[config.mk]
export PLATFORM = sky130hd
export DESIGN_NAME = tdc_multihit_ctrl
export DESIGN_NICKNAME = d
export VERILOG_FILES = /design/src/rtl/tdc_multihit_ctrl.sv
export SDC_FILE = /design/constraint.sdc
export NUM_CORES = 1
export LEC_CHECK = 0
export BUFFER_PORTS_ARGS = -buffer_cell sky130_fd_sc_hd__buf_2
export CAP_MARGIN = 20
export CORE_AREA = 2 2 219 221
export DETAILED_ROUTE_END_ITERATION = 12
export DIE_AREA = 0 0 221 223
export PLACE_DENSITY = 0.8
export SKIP_CTS_REPAIR_TIMING = 1
export SYNTH_ARGS = -nofsm -noshare
export SYNTH_HDL_FRONTEND = slang
export SYNTH_SLANG_ARGS = --single-unit
[constraint.sdc]
create_clock -name iClk -period 4.25 [get_ports iClk]
set_clock_uncertainty 0.05 [all_clocks]
set_input_delay 0.2125 -clock iClk [delete_from_list [all_inputs] [get_ports iClk]]
set_output_delay 0.2125 -clock iClk [all_outputs]
set_load 0.02 [all_outputs]
[src/rtl/tdc_multihit_ctrl.sv]
// rtl/tdc_multihit_ctrl.sv - multi-channel multi-hit TDC back-end with round-robin result FIFO
// Optional macro TDC_TIMESTAMP_EN appends the rise timestamp {rise_coarse, rise_fine} to each word.
module tdc_multihit_ctrl #(
    parameter int N_CH     = 4,
    parameter int FINE_W   = 6,
    parameter int BINS     = 48,
    parameter int COARSE_W = 10,
    parameter int DEPTH    = 16,
    parameter int DEAD_CYC = 4,
    localparam int CH_W    = (N_CH > 1) ? $clog2(N_CH) : 1,
    localparam int W_W     = COARSE_W + FINE_W,
`ifdef TDC_TIMESTAMP_EN
    localparam int OUT_W   = 1 + CH_W + COARSE_W + FINE_W + W_W
`else
    localparam int OUT_W   = 1 + CH_W + W_W
`endif
) (
    input  logic                     iClk,
    input  logic                     iRst,
    input  logic [N_CH-1:0]          iRise,
    input  logic [N_CH-1:0]          iFall,
    input  logic [N_CH*FINE_W-1:0]   iFineRise,
    input  logic [N_CH*FINE_W-1:0]   iFineFall,
    output logic [N_CH-1:0]          oArm,
    output logic [OUT_W-1:0]         oData,
    output logic                     oValid,
    input  logic                     iReady,
    output logic [15:0]              oLost,
    output logic                     oFull
);

    localparam int AW  = $clog2(DEPTH);
    localparam int DCW = $clog2(DEAD_CYC + 1);

    localparam logic [1:0] S_IDLE = 2'd0;
    localparam logic [1:0] S_RUN  = 2'd1;
    localparam logic [1:0] S_PEND = 2'd2;
    localparam logic [1:0] S_DEAD = 2'd3;

    logic [1:0]          warm;
    logic                ready;
    logic [COARSE_W-1:0] coarse;
    logic [CH_W-1:0]     rr_ptr;

    logic [N_CH-1:0]     pend;
    logic [N_CH-1:0]     res_ovf;
    logic [W_W-1:0]      res_width [N_CH];
`ifdef TDC_TIMESTAMP_EN
    logic [COARSE_W-1:0] res_rc [N_CH];
    logic [FINE_W-1:0]   res_rf [N_CH];
`endif
    logic [N_CH-1:0]     lost_vec;

    logic                gnt_vld;
    logic [CH_W-1:0]     gnt_ch;
    logic [CH_W-1:0]     cand;

    assign ready = warm[1];

    always_ff @(posedge iClk) begin
        if (iRst) begin
            warm   <= 2'b00;
            coarse <= '0;
        end else begin
            warm   <= {warm[0], 1'b1};
            coarse <= coarse + 1'b1;
        end
    end

    for (genvar k = 0; k < N_CH; k++) begin : g_ch
        logic [1:0]          state_q;
        logic                calc_q;
        logic                ovf_q;
        logic [COARSE_W-1:0] rise_coarse_q;
        logic [COARSE_W-1:0] el_fin_q;
        logic [FINE_W-1:0]   fine_r_q;
        logic [FINE_W-1:0]   fine_f_q;
        logic [W_W-1:0]      width_q;
        logic [DCW-1:0]      dcnt_q;
        logic [COARSE_W-1:0] elapsed;
        logic [W_W:0]        sum;
        logic [W_W:0]        fall_ext;
        logic [W_W-1:0]      width_d;
        logic [FINE_W-1:0]   fr_in;
        logic [FINE_W-1:0]   ff_in;

        assign fr_in    = iFineRise[k*FINE_W +: FINE_W];
        assign ff_in    = iFineFall[k*FINE_W +: FINE_W];
        // Latched rise coarse doubles as the elapsed reference; subtraction wraps naturally.
        assign elapsed  = coarse - rise_coarse_q;
        assign sum      = (W_W+1)'(el_fin_q) * (W_W+1)'(BINS) + (W_W+1)'(fine_r_q);
        assign fall_ext = (W_W+1)'(fine_f_q);
        assign width_d  = (sum < fall_ext) ? '0 : W_W'(sum - fall_ext);

        assign oArm[k]      = ready && (state_q == S_IDLE);
        assign pend[k]      = (state_q == S_PEND);
        assign lost_vec[k]  = iRise[k] && !oArm[k];
        assign res_ovf[k]   = ovf_q;
        assign res_width[k] = width_q;
`ifdef TDC_TIMESTAMP_EN
        assign res_rc[k]    = rise_coarse_q;
        assign res_rf[k]    = fine_r_q;
`endif

        always_ff @(posedge iClk) begin
            if (iRst) begin
                state_q       <= S_IDLE;
                calc_q        <= 1'b0;
                ovf_q         <= 1'b0;
                rise_coarse_q <= '0;
                el_fin_q      <= '0;
                fine_r_q      <= '0;
                fine_f_q      <= '0;
                width_q       <= '0;
                dcnt_q        <= '0;
            end else begin
                case (state_q)
                    S_IDLE: begin
                        if (iRise[k] && ready) begin
                            state_q       <= S_RUN;
                            rise_coarse_q <= coarse;
                            fine_r_q      <= fr_in;
                            fine_f_q      <= ff_in;
                            el_fin_q      <= '0;
                            ovf_q         <= 1'b0;
                            calc_q        <= iFall[k];
                        end
                    end
                    S_RUN: begin
                        // calc_q marks the extra cycle in which width is registered.
                        if (calc_q) begin
                            calc_q  <= 1'b0;
                            state_q <= S_PEND;
                            width_q <= ovf_q ? '1 : width_d;
                        end else if (iFall[k]) begin
                            calc_q   <= 1'b1;
                            el_fin_q <= elapsed;
                            fine_f_q <= ff_in;
                        end else if (elapsed == '1) begin
                            calc_q <= 1'b1;
                            ovf_q  <= 1'b1;
                        end
                    end
                    S_PEND: begin
                        if (gnt_vld && (gnt_ch == CH_W'(k))) begin
                            state_q <= S_DEAD;
                            dcnt_q  <= DCW'(DEAD_CYC);
                        end
                    end
                    S_DEAD: begin
                        if (dcnt_q <= DCW'(1)) state_q <= S_IDLE;
                        else dcnt_q <= dcnt_q - 1'b1;
                    end
                    default: state_q <= S_IDLE;
                endcase
            end
        end
    end

    // Lowest offset from rr_ptr wins, so scan offsets from high to low.
    always_comb begin
        gnt_vld = 1'b0;
        gnt_ch  = '0;
        cand    = '0;
        for (int i = N_CH - 1; i >= 0; i--) begin
            cand = CH_W'((int'(rr_ptr) + i) % N_CH);
            if (pend[cand]) begin
                gnt_vld = 1'b1;
                gnt_ch  = cand;
            end
        end
        if (oFull) gnt_vld = 1'b0;
    end

    always_ff @(posedge iClk) begin
        if (iRst) rr_ptr <= '0;
        else if (gnt_vld) rr_ptr <= CH_W'((int'(gnt_ch) + 1) % N_CH);
    end

    logic [4:0]  lost_inc;
    logic [16:0] lost_sum;

    always_comb begin
        lost_inc = '0;
        for (int i = 0; i < N_CH; i++) begin
            if (lost_vec[i]) lost_inc = lost_inc + 5'd1;
        end
    end

    assign lost_sum = {1'b0, oLost} + 17'(lost_inc);

    always_ff @(posedge iClk) begin
        if (iRst) oLost <= '0;
        else if (lost_sum[16]) oLost <= 16'hFFFF;
        else oLost <= lost_sum[15:0];
    end

    logic [OUT_W-1:0] mem [DEPTH];
    logic [OUT_W-1:0] wdata;
    logic [AW-1:0]    wr_ptr;
    logic [AW-1:0]    rd_ptr;
    logic [AW:0]      count;
    logic             push;
    logic             pop;

    always_comb begin
`ifdef TDC_TIMESTAMP_EN
        wdata = {res_ovf[gnt_ch], gnt_ch, res_rc[gnt_ch], res_rf[gnt_ch], res_width[gnt_ch]};
`else
        wdata = {res_ovf[gnt_ch], gnt_ch, res_width[gnt_ch]};
`endif
    end

    assign push   = gnt_vld;
    assign pop    = oValid && iReady;
    assign oValid = (count != '0);
    assign oFull  = (count == (AW+1)'(DEPTH));
    assign oData  = mem[rd_ptr];

    always_ff @(posedge iClk) begin
        if (push) mem[wr_ptr] <= wdata;
    end

    always_ff @(posedge iClk) begin
        if (iRst) begin
            wr_ptr <= '0;
            rd_ptr <= '0;
            count  <= '0;
        end else begin
            if (push) wr_ptr <= wr_ptr + 1'b1;
            if (pop)  rd_ptr <= rd_ptr + 1'b1;
            case ({push, pop})
                2'b10:   count <= count + 1'b1;
                2'b01:   count <= count - 1'b1;
                default: count <= count;
            endcase
        end
    end

endmodule

; ---- After elaboration in Yosys (flattened, before gate mapping)
; Memories as Yosys holds them, arrays and structs flattened. A register that Yosys moved wholly into a read port is not among the register bits.
; Cells that the tools add are included.
[classes]
addsub = 29
multipliers = 4
magnitude_cmp = 14
eq_ne = 58
mux = 145
bitwise_logic = 1
reduce_logical = 64
[op_table]
columns = op, n
row1 = $mux 16, 11
row2 = $mux 10, 12
row3 = $pmux 10 s2, 4
row4 = $mux 6, 12
row5 = $add 16x6->17, 4
row6 = $lt 17x6->1, 4
row7 = $sub 16x6->16, 4
row8 = $ne 2x2->1 const B, 28
row9 = $mul 10x2->12 const B, 4
row10 = $pmux 6 s2, 4
row11 = $mux 1, 46
row12 = $eq 10x10->1 const B, 4
row13 = $mux 2, 20
row14 = $sub 10x10->10, 4
row15 = $bmux 16 s2, 1
row16 = $pmux 2 s4, 4
row17 = $reduce_and 4->1, 8
row18 = $mux 3, 8
row19 = $pmux 3 s2, 4
row20 = $reduce_and 2->1, 12
row21 = $eq 2x2->1 const B, 11
row22 = $add 5x1->5 const B, 4
row23 = $reduce_and 5->1, 4
row24 = $reduce_bool 2->1, 9
row25 = 24 further kinds, 89
[word_totals]
reg_bits = 263
ram_bits = 304
inputBits = 59
output_inout_bits = 41
word_cells = 360
memories = 1
[memory_table]
columns = memory, words, width, read_ports, rd_ports_with_merged_regs, wr, line
row1 = mem, 16, 19, 1, 1, 1, 198  ; logic [OUT_W-1:0] mem [DEPTH];

; ---- Depth between registers and ports, before layout
[logic_depth]
word_depth = 13
ltp_mapped = 19
depth_no_buf = 19

; ---- Worst setup path after synthesis
; No wires, ideal clock.
[synth_path]
kind = register to register
start = reg g_ch[1].el_fin_q[1]
end = reg g_ch[1].width_q[10]
setup_ps = 119
arrival_time_ps = 3618
required_time_ps = 4081
path_slack_ps = 463
stages_incl_launch_ff = 13
n_path_buf = 1
period_less_slack_ps = 3787
cell_sequence = dfxtp_1 -> ha_1 -> fa_1 -> a211o_2 -> a211oi_1 -> or4b_1 -> or3_1 -> or3_1 -> nand3b_1 -> a211oi_4 -> a21oi_2 -> buf_6 -> o221a_2
[synth_via]
elab_chain_cells = 5
word_cells_on_any_way = 6
cone_classes = add/sub: 2 / mul: 1 / order compare: 1 / mux: 2
[synth_rtl]
columns = element, line
row1 = "start, declared", 75  ; logic [COARSE_W-1:0] el_fin_q;
row2 = "start signal, assigned", 137  ; el_fin_q <= elapsed;
row3 = $mul 10x2->12 *, 91  ; assign sum = (W_W+1)'(el_fin_q) * (W_W+1)'(BINS) + (W_W+1)'(fine_r_q);
row4 = $add 16x6->17 *, 91
row5 = $sub 16x6->16 or $lt 17x6->1 (tied branches), 93  ; assign width_d = (sum < fall_ext) ? '0 : W_W'(sum - fall_ext);
row6 = $mux 16 *, 93
row7 = $mux 16 *, 134  ; width_q <= ovf_q ? '1 : width_d;
row8 = "end signal, assigned", 134
row9 = "end, declared", 78  ; logic [W_W-1:0] width_q;
; Mark *: on every way between the ends. The rest lies on a longest branch, timed or not.
; A chain may end at the register's enable or synchronous reset.

; ---- Final worst setup path
[layout_path]
start = reg g_ch[2].el_fin_q[1]
end = reg g_ch[2].width_q[11]
[layout_via]
elab_chain_cells = 5
word_cells_on_any_way = 6
cone_classes = add/sub: 2 / mul: 1 / order compare: 1 / mux: 2
[layout_rtl]
columns = element, line
row1 = "start, declared", 75
row2 = "start signal, assigned", 137
row3 = $mul 10x2->12 *, 91
row4 = $add 16x6->17 *, 91
row5 = $sub 16x6->16 or $lt 17x6->1 (tied branches), 93
row6 = $mux 16 *, 93
row7 = $mux 16 *, 134
row8 = "end signal, assigned", 134
row9 = "end, declared", 78
; Marks and branches as above.

==> metrics.md <==
| Metric | Value |
|---|---|
| Antenna violations before repair | `1` |
| Grt ovf | `0` |
| Port-buffer cells | `99` |
| Slew headroom | `0.326` |
| Routed Antenna Nets | `0` |
| GRT Total Usage | `0.286` |
| RSZ-0062 raised after global routing | `no` |
| Met2 wire length | `36800 um` |
| Fraction of layout cells with a size suffix above 1 | `0.144` |
| CTS tree | `yes` |
| Worst-path fanout max | `15` |
| Mapped cell area | `29300 um2` |
| Post-Synth Simple-Gate Area | `0.131` |
| Mux share of post-synthesis cell area | `0.0837` |
| Crit start category | `register` |
| Root Buffer | `clkbuf_16` |
| Vias/cell | `6.13` |
| Starting DRT DRC Count | `1761` |
| Register area share after synthesis | `0.494` |
| Synthesized netlist net count | `2935` |
| WS Path Type | `register to register` |
| #FFs+latches synth | `571` |
| WHS | `0.0176 ns` |
| Fin crit share | `0.944` |
| Width of the die | `221 um` |
| Via count | `21600` |
| Outcome | `finished clean` |
| HP Class | `primary input to register` |
| DRC viols | `0` |
| Fin crit period | `4.01 ns` |
| Top layer used by detailed routing | `met4` |
| Switch Pwr | `6.16 mW` |
| First-pass GRT wire length | `111000 um` |
| Largest family of logic cells by synthesized area | `simple AND/OR/NAND/NOR gates` |
| Max Root-Sink Buffers | `3` |
| Maximum clock rate | `249 MHz` |
| Ys Warns | `0` |
| IO Pins | `100` |
| Worst setup EP type | `register` |
| Layout Area Growth over Synthesis | `13.4%` |
| Post-synth EDFFs | `304` |
| Combinational share of power | `0.333` |
| Synth Area in Compound Gates | `0.130` |
| Inserted Clock Buffers | `56` |
| FFs w/ async S/R, synth | `0` |
| Per-cell routed wire length | `20.5 um` |
| Die Height | `223 um` |
| Worst IR drop on VDD | `0.661 mV` |
| Int Power | `12.2 mW` |
| Register share of total power | `0.379` |
| Power Density | `553 nW/um2` |
| CP required | `4.68 ns` |
| CTS sink cnt | `571` |
| Crit path DAT | `4.45 ns` |
| Setup TNS | `0 ns` |
| Row cnt | `80` |
| Vias in the first global route | `20700` |
| Core box area | `47100 um2` |
| Post-Synth XOR/XNOR Area | `0.0462` |
| Initial Util | `0.621` |
| HPWL after DPL | `48600 um` |
| Slew Limit Fails | `0` |
| Max H-tree Level | `2` |
| DRT Pass-1 Iters | `6` |
| Total Wirelength | `72400 um` |
| Max-Cap Viols | `0` |
| Cells after Synth | `2705` |
| Synth Area per Inst | `10.8 um2` |
| DR WL met3 | `4770 um` |
| Fin nets | `3094` |
| Switching Share | `0.335` |
| Final setup viols | `0` |
| Largest net degree at the start of global routing | `86` |
| Gp weighted congestion | `0.894` |
| Post-Synth Adder-Cell Area | `0.0777` |
| Worst-Margin Slew | `1.01 ns` |
| Final hold violation count | `0` |
| Cell variety after synth | `91` |
| Synth Flop Type | `edfxtp_1` |
| Die area | `49300 um2` |
| WL met1 | `28200 um` |
| Clk pwr share | `0.289` |
| Worst-skew pair later-pin latency | `0.64 ns` |
| Clock-pin slew on the worst setup and hold paths | `0.06 ns` |
| Lkg Pwr | `12.3 nW` |
==> state kept, by name, summed over array words and instances (netlist names), named ones only <==
register and count:
oLost 16, g_ch.state_q 8, g_ch.width_q 64, g_ch.ovf_q 4, count 5, g_ch.fine_r_q 24
coarse 10, g_ch.el_fin_q 40, wr_ptr 4, g_ch.calc_q 4, g_ch.dcnt_q 12, g_ch.fine_f_q 24
rd_ptr 4, mem 304, warm 2, g_ch.rise_coarse_q 40, rr_ptr 2
==> synthesized netlist by cell type, types with 36 or more instances <==
cell type,number,area share
xnor2_1,92,0.028
and3_1,38,0.0081
nor3_1,46,0.0079
nand3_1,36,0.0062
nor2_1,222,0.028
mux4_2,95,0.073
nand2_1,301,0.039
o21ai_0,100,0.017
clkbuf_1,88,0.011
a21oi_1,212,0.036
xor2_1,60,0.018
ha_1,153,0.065
edfxtp_1,304,0.31
inv_1,166,0.021
dfxtp_1,267,0.18
==> power by group through the flow <==
stage / logic (mW) / clock network [mW] / registers (mW)
floorplan: 4.30 / 0 / 6.92
global placement: 5.66 / 0 / 7.03
detailed placement: 5.87 / 0 / 7.07
CTS: 5.94 / 5.37 / 6.96
global route: 6.61 / 5.57 / 7.00
finish: 6.11 / 5.30 / 6.95
==> worst paths after layout <==
path | startpoint | slack, ns | endpoint | cells past startpoint
setup / recovery | g_ch[2].el_fin_q[1] | 0.24 | g_ch[2].width_q[11] | 12
hold / removal | iRst | 0.02 | coarse[9] | 2
setup reg to reg | g_ch[2].el_fin_q[1] | 0.24 | g_ch[2].width_q[11] | 12
hold reg to reg | g_ch[1].rise_coarse_q[5] | 0.40 | g_ch[1].rise_coarse_q[5] | 2
==> critical path: stages (launching register included) <==
cell       delay [ns]
dfxtp_1          0.36
ha_1             0.23
fa_1             0.41
a211oi_1         0.37
nor2_1           0.18
o31a_1           0.28
a21o_1           0.23
or4_1            0.58
a2111oi_1        0.63
o21ai_2          0.10
buf_4            0.21
a21oi_1          0.13
a211oi_1         0.09
==> cell families (layout without fill, tap and decap cells) <==
group	after synthesis	after routing
buffers and inverters	280	486
muxes	126	126
adders and majority gates	171	171
xor gates and xnor gates	153	153
DFF	571	571
AOI/OAI and AO/OA	584	584
other	1	3
and+or+nand+nor	819	819
==> cell usage in the layout (no fill, tap or decap), types with 13 or more instances in the layout <==
cell           count
xnor2_1           92
mux2i_1           29
nand2b_1          28
dfxtp_1          265
nand3_1           36
ha_1             153
a21o_1            29
nor2_1           209
o21a_1            14
edfxtp_1         304
a22oi_1           33
nand4_1           18
nor3_1            41
xor2_1            60
clkbuf_16         57
nand2_1          301
inv_1            166
a21oi_1          212
mux4_2            95
buf_2             98
and3_1            38
dlygate4sd3_1     52
o21ai_0          100
a31oi_1           32
o221a_2           18
nor2_2            13
a211oi_1          21
buf_4             58
nor2b_1           33
fa_1              18
==> per-layer routing <==
metal / global-route usage / up-vias
met5: 0 / -
met2: 0.504 / 782
met1: 0.356 / 10500
met3: 0.0385 / 142
met4: 0.116 / 0
li1: - / 10200
==> cell type report <==
type	count	area [um2]
Timing Repair Buffer	214	1540
Tap cell	615	769
Clock buffer	71	1530
Clock inverter	34	449
Sequential cell	571	14500
Multi-Input combinational cell	1854	13800
Fill cell	3216	13900
Inverter	167	627
Antenna cell	2	5.00
==> per-stage QoR <==
stage           util  setup slack (ns)  cells  power [mW]  instance area [um2]
2_1_floorplan      -             0.463   2705        11.2                29300
3_3_place_gp   0.649             0.300   3361        12.7                30600
3_5_place_dp   0.650             0.120   3363        12.9                30600
4_1_cts        0.692            0.0827   3468        18.3                32600
5_1_grt        0.705            0.0425   3527        19.2                33200
6_report       0.705             0.237   3528        18.4                33200
(Power assumes the default switching activity.)
